File: src/rtl/cnt_pwm_ctrl.sv
// PWM generator locked to an upstream free-running counter: one PWM period per
// counter wrap, duty updates double-buffered to period boundaries, count-sequence monitor.
module cnt_pwm_ctrl #(
    parameter int CNT_W = 4,
    parameter int PER_W = 8
) (
    input  logic             clk2,
    input  logic             rstn,
    input  logic [CNT_W-1:0] cnt_in,
    input  logic             en,
    input  logic [CNT_W:0]   duty_in,
    input  logic             duty_valid,
    output logic             duty_ready,
    output logic             pwm_out,
    output logic             period_pulse,
    output logic [PER_W-1:0] period_cnt,
    output logic             seq_err,
    output logic [1:0]       state_o
);

    typedef enum logic [1:0] {
        IDLE  = 2'd0,
        ARMED = 2'd1,
        RUN   = 2'd2,
        DRAIN = 2'd3
    } state_t;

    localparam logic [CNT_W:0]   DUTY_MAX = {1'b1, {CNT_W{1'b0}}};
    localparam logic [CNT_W-1:0] CNT_MAX  = {CNT_W{1'b1}};
    localparam logic [CNT_W-1:0] CNT_ONE  = 1;
    localparam logic [PER_W-1:0] PER_MAX  = {PER_W{1'b1}};
    localparam logic [PER_W-1:0] PER_ONE  = 1;

    state_t           state;
    state_t           next_state;
    logic [CNT_W-1:0] prev_cnt;
    logic             prev_vld;
    logic [CNT_W:0]   duty_act;
    logic [CNT_W:0]   shadow;
    logic             shadow_vld;

    logic             wrap;
    logic             active;
    logic             accept;
    logic             apply_shadow;
    logic             enter_armed;
    logic             seq_bad;
    logic [CNT_W:0]   duty_sat;
    logic [CNT_W:0]   duty_eff;
    logic             pwm_next;
    logic             pulse_next;

    assign wrap         = prev_vld && (prev_cnt == CNT_MAX) && (cnt_in == '0);
    assign active       = (state == RUN) || (state == DRAIN);
    assign accept       = duty_valid && duty_ready;
    assign apply_shadow = active && wrap && shadow_vld;
    assign enter_armed  = (state == IDLE) && (next_state == ARMED);
    assign seq_bad      = (state != IDLE) && prev_vld && (cnt_in != prev_cnt + CNT_ONE);
    assign duty_sat     = (duty_in > DUTY_MAX) ? DUTY_MAX : duty_in;
    // The first cycle of a new period must already see the promoted duty value.
    assign duty_eff     = apply_shadow ? shadow : duty_act;

    always_ff @(posedge clk2) begin
        // NOTE: sequential state uses non-blocking assignments so every register
        // samples pre-edge values regardless of statement order.
        if (!rstn) begin
            state <= IDLE;
        end else begin
            state <= next_state;
        end
    end

    always_comb begin
        // NOTE: default first so no path through the case leaves next_state unassigned (no latch).
        next_state = state;
        case (state)
            IDLE:    if (en) next_state = ARMED;
            ARMED:   if (!en) next_state = IDLE;
                     else if (cnt_in == '0) next_state = RUN;
            RUN:     if (!en) next_state = DRAIN;
            DRAIN:   if (en) next_state = RUN;
                     else if (wrap) next_state = IDLE;
            default: next_state = IDLE;
        endcase
    end

    // Gating on next_state lets the ARMED->RUN cycle (cnt_in==0) drive a full
    // period and forces the DRAIN->IDLE cycle low.
    always_comb begin
        pwm_next   = 1'b0;
        pulse_next = 1'b0;
        if (next_state == RUN || next_state == DRAIN) begin
            pwm_next = ({1'b0, cnt_in} < duty_eff);
        end
        if (active && wrap) begin
            pulse_next = 1'b1;
        end
    end

    assign duty_ready = !shadow_vld;
    assign state_o    = state;

    always_ff @(posedge clk2) begin
        if (!rstn) begin
            prev_cnt     <= '0;
            prev_vld     <= 1'b0;
            duty_act     <= '0;
            shadow       <= '0;
            shadow_vld   <= 1'b0;
            pwm_out      <= 1'b0;
            period_pulse <= 1'b0;
            period_cnt   <= '0;
            seq_err      <= 1'b0;
        end else begin
            prev_cnt     <= cnt_in;
            prev_vld     <= 1'b1;
            pwm_out      <= pwm_next;
            period_pulse <= pulse_next;

            if (enter_armed) begin
                period_cnt <= '0;
                seq_err    <= 1'b0;
            end else begin
                if (pulse_next && period_cnt != PER_MAX) period_cnt <= period_cnt + PER_ONE;
                if (seq_bad) seq_err <= 1'b1;
            end

            if (apply_shadow) begin
                duty_act   <= shadow;
                shadow_vld <= 1'b0;
            end
            // A handshake can only fire with the shadow empty, so it never races apply_shadow.
            if (accept) begin
                if (active) begin
                    shadow     <= duty_sat;
                    shadow_vld <= 1'b1;
                end else begin
                    duty_act <= duty_sat;
                end
            end
        end
    end

endmodule

File: config.mk
export PLATFORM = sky130hd
export DESIGN_NAME = cnt_pwm_ctrl
export DESIGN_NICKNAME = d
export VERILOG_FILES = /design/src/rtl/cnt_pwm_ctrl.sv
export SDC_FILE = /design/constraint.sdc
export NUM_CORES = 1
export LEC_CHECK = 0
export BUFFER_PORTS_ARGS = -buffer_cell sky130_fd_sc_hd__buf_2
export CAP_MARGIN = 20
export CORE_MARGIN = 5
export CORE_UTILIZATION = 50
export CTS_BUF_LIST = sky130_fd_sc_hd__clkbuf_16
export CTS_CLUSTER_DIAMETER = 60
export CTS_CLUSTER_SIZE = 12
export DETAILED_ROUTE_END_ITERATION = 8
export PLACE_DENSITY = 0.8
export SLEW_MARGIN = 20
export SYNTH_ARGS = -nofsm -noshare
export SYNTH_HDL_FRONTEND = slang
export SYNTH_SLANG_ARGS = --single-unit
export TNS_END_PERCENT = 1
File: constraint.sdc
create_clock -name clk2 -period 4.4 [get_ports clk2]
set_clock_uncertainty 0.05 [all_clocks]
set_input_delay 0.22 -clock clk2 [delete_from_list [all_inputs] [get_ports clk2]]
set_output_delay 0.22 -clock clk2 [all_outputs]
set_load 0.01 [all_outputs]
* Word level (Yosys, flattened, before mapping)
Index checks and enable logic that the tools add are counted.
Word-level totals: input port bits 13, logic and storage cells 58, flip-flop bits (word level) 29, output and inout bits 14
Operators by class: mux-type cells 16, bitwise logic cells 1, reduce and logical (&&, ||, !) cells 18, add/subtract/negate cells 2, equal/unequal tests 9, magnitude comparators 2
Operators with widths (count):
- 5-bit 2-to-1 mux | 4
- 2-bit 2-to-1 mux | 6
- 1-bit logical AND | 9
- 8-bit by 1-bit adder with 8-bit output, second input constant | 1
- 2-bit == test, second input constant | 4
- 8-bit != test, second input constant | 1
- 2-bit case mux with 4 select lines | 1
- 5-bit greater-than comparator, second input constant | 1
- 4-bit by 5-bit < comparator with 1-bit output | 1
- 1-bit 2-to-1 mux | 5
- 4-bit by 1-bit adder with 4-bit output, second input constant | 1
- 2-bit by 1-bit == test with 1-bit output, second input constant | 2
- 4-bit == test, second input constant | 1
- 4-bit zero test | 1
- 4-bit != test | 1
- 2-bit AND reduction | 2
- 2-bit zero test | 1
- 1-bit logical OR | 2
- 2-bit nonzero test | 1
- 2-bit OR reduction | 1
- 1-bit zero test | 1
- 1-bit NOT | 1

* Depth between registers and ports, before layout
word-level depth 9, mapped depth 10

* Worst setup path after synthesis
OpenSTA, ideal clock, no wires.
path type register to register, from register prev_cnt[0], to register pwm_out, required time 4.259 ns, library setup time 0.091 ns, arrival 2.372 ns, setup slack 1.887 ns, path buffers 1, cell stages (with the launch flop) 11, cells stage by stage dfxtp_1 ha_1 and4_1 clkbuf_1 nand4_2 mux2i_1 ha_1 a21oi_1 a21oi_1 mux2_2 a311oi_1
On the way: longest elaborated chain between the ends 9
Ends and longest elaborated chain:
- start: declaration | line 36 | logic [CNT_W-1:0] prev_cnt;
- start signal: assignment | line 115 | prev_cnt <= cnt_in;
- 4-bit == test (*) | line 53 | assign wrap = prev_vld && (prev_cnt == CNT_MAX) && (cnt_in == '0);
- 1-bit logical AND (*) (2 in series) | line 53
- 2-bit 2-to-1 mux | line 82 | else if (wrap) next_state = IDLE;
- 2-bit 2-to-1 mux | line 81 | DRAIN: if (en) next_state = RUN;
- 2-bit case mux with 4 select lines | line 76 | case (state)
- 2-bit == test | line 92 | if (next_state == RUN || next_state == DRAIN) begin
- 1-bit logical OR | line 92
- 2-bit AND reduction (no source line)
- end signal: assignment | line 117 | pwm_out <= pwm_next;
- end: declaration | line 14 | output logic pwm_out,
Mark *: on every way between the ends. The rest lies on a longest branch, timed or not. A chain may end at the register's enable or synchronous reset.

* Worst setup path in the final report
Ends and elaborated chain as after synthesis.

==> flow_summary.ini <==
[run_status]
status = finished, final reports clean

[synth]
ys_seq_area_share_pct = 41.0
syn-cell-area_um2 = 1420
synth_top_area_share_pct = 41.0
synth-seq-cells = 29
avgSynthCellArea_um2 = 9.25
ys_async_sr_fraction_pct = 0
synth.largest_area_cell = dfxtp_1
synth_area_leaders = dfxtp_1 (41%), mux2i_1 (7.8%), a21oi_1 (4.6%), ha_1 (4.4%), xnor2_1 (3.1%)
synth_ff_type = dfxtp_1
synth_nets = 171
synth-edff-count = 0
synth_cell_types = 40
yosysWarningCount = 0
synth_cells = 153

[final_layout]
n_antenna_cell = 0
synthToLayoutAreaGrowth_pct = 20.4
layout_common_cells = dfxtp_1 (29), buf_2 (26), a21oi_1 (13), mux2i_1 (11), nand2_1 (10)
drive_above_1_share_pct = 21.9
n_fill_cell = 244
final_core_util_pct = 62.3
layout_commonest_cell = dfxtp_1
layoutNonFillerInstCount = 214
layout.nets = 200

[worst_setup_path]
max_stage_delay_ns = 0.36
startpoint_type = flip-flop
crit_required_ns = 4.52
crit_path_max_fanout = 6
worstRegToRegCells = 9
cp_slowest_cell = dfxtp_1
cp_cell_sequence = ha_1 > and4_1 > nand4_2 > mux2i_1 > ha_1 > a21oi_1 > a21oi_1 > mux2_2 > a311oi_1
path_class = reg2reg
arrival_ns = 2.83
worst_setup_path_end_kind = flip-flop

[clock_network]
clock_sinks = 29
cts_tree = yes
cts.path.max_buffers = 2
numCtsBuffers = 5
ctsHoldBuffers = 0
clock_insertion_delay_worst_skew_ns = 0.27
path_clk_slew_ns = 0.05
htree_num_levels = 2
cts_resized = 0
cts-root-buf = clkbuf_16
cts_setup_buffers = 0

[floorplanning]
fp.dieW_um = 63.2
die_h_um = 63.2
start_util_pct = 51.8
core_um2 = 2730
ioPinCount = 27
fp-row-count = 19
dieArea_um2 = 3990

[grt]
antenna_found_initial = 0
grt_pass1_wl_um = 5200
track_usage_pct = 16.2
globalRouteOverflowTotal = 0
grt_max_degree = 17
grt_pass1_vias = 1219

[placed_design]
dp_slack_ns = 1.70
numPlacedInstances = 206
globalplace.congestion = 0.817
io_buffers = 26
dpl.hpwl_um = 2360

[worst_hold_path]
hp-class = in2reg
holdPathStages = 1

[sta]
fin_setup_tns_ns = 0
max_freq_ghz = 0.370
finalSetupViolCount = 0
post-route-min-period_ns = 2.70
rsz0062_at_grt = false
fin_crit_sh_pct = 61.5
layout_setup_ws_ns = 1.70
max-slew-margin-rel_pct = 65.6
hold_viol_final = 0
tightestPinTransition_ns = 0.514
finalMaxSlewViolations = 0

[detailed_routing]
firstDrtPassIters = 4
drt_iter0_drc = 74
drc = 0
ant_nets = 0
vias_per_cell = 5.78
wl_um = 3090
avgRoutedWirePerCell_um = 14.4
vias = 1236

[flow_run]
max-cap-violations = 0

[power]
cellPowerDensity_nw_per_um2 = 366
p_leak_nw = 0.760
ir_drop_mv = 0.361
[layer usage]
layer | share of wire, % | track usage (%) | vias up
met4 | 1.4 | 7.79 | 0
met5 | 0 | 0 | -
met3 | 4.3 | 6.22 | 6
met1 | 42 | 16.4 | 580
li1 | - | - | 623
met2 | 52 | 28.8 | 27
[report_power, final]
part | leakage [nW] | switching [mW] | total [mW] | internal [mW]
sequential | 0.236 | 0.00415 | 0.274 | 0.269
clock | 0.0776 | 0.104 | 0.306 | 0.202
combinational | 0.446 | 0.0244 | 0.0442 | 0.0198
total | 0.760 | 0.132 | 0.623 | 0.491
[critical path, delay by kind of cell, from the launching register on]
family,cells,cell delay [ns]
AO/OA/AOI/OAI,3,0.57
adder cells (fa/ha/maj),2,0.49
flip-flops,1,0.36
AND/OR/NAND/NOR,2,0.61
multiplexers,2,0.54
[synthesized netlist by cell type, types with 3 or more instances]
library cell / instances
inv_1: 5
nor2b_1: 4
o21ai_0: 5
a31oi_1: 4
a21oi_1: 13
nand3_1: 8
mux2i_1: 11
o31ai_1: 3
dfxtp_1: 29
or4_1: 5
xnor2_1: 5
ha_1: 5
nand2_1: 10
clkbuf_1: 3
nor2_1: 9
o22ai_1: 3
and2_1: 3
[area by class of cell]
type | instances | area, um^2 | area share (%)
clock inverters | 3 | 11.3 | 0.661
inverters | 5 | 18.8 | 1.10
repair buffers | 26 | 130 | 7.64
well taps | 31 | 38.8 | 2.28
clock buffers | 5 | 125 | 7.34
flip-flops and latches | 29 | 581 | 34.1
multi-input cells | 115 | 800 | 46.9
[worst paths after layout]
check / startpoint / end / slack, ns
setup reg to reg: prev_cnt[0]$_SDFF_PN0_ / pwm_out$_SDFF_PN0_ / 1.70
setup / recovery: prev_cnt[0]$_SDFF_PN0_ / pwm_out$_SDFF_PN0_ / 1.70
hold reg to reg: shadow[1]$_SDFFE_PN0P_ / shadow[1]$_SDFFE_PN0P_ / 0.44
hold / removal: rstn / prev_vld$_DFF_P_ / 0.17
[per-stage QoR]
stage	power, mW	hold slack (ns)	cell area [um^2]
2_1_floorplan	0.305	0.198	1420
3_3_place_gp	0.320	0.427	1570
3_5_place_dp	0.323	0.436	1570
4_1_cts	0.631	0.172	1700
5_1_grt	0.652	0.182	1700
6_report	0.623	0.174	1700
[sequential cells by signal, summed over array words and instances (netlist names)]
signal and flops:
shadow_vld 1, period_pulse 1, duty_act 5, period_cnt 8, state_o 2, prev_cnt 4, seq_err 1, shadow 5
pwm_out 1, prev_vld 1
[logic make-up after synthesis]
group,count (synthesis),synth area share (%)
AND/OR/NAND/NOR,58,25.1
AO/OA/AOI/OAI,34,14.7
flip-flops,29,41.0
multiplexers,12,8.58
buffers and inverters,9,2.48
XOR/XNOR,6,3.71
adder cells (fa/ha/maj),5,4.42
Note: power is estimated with default switching activity, not from simulation.
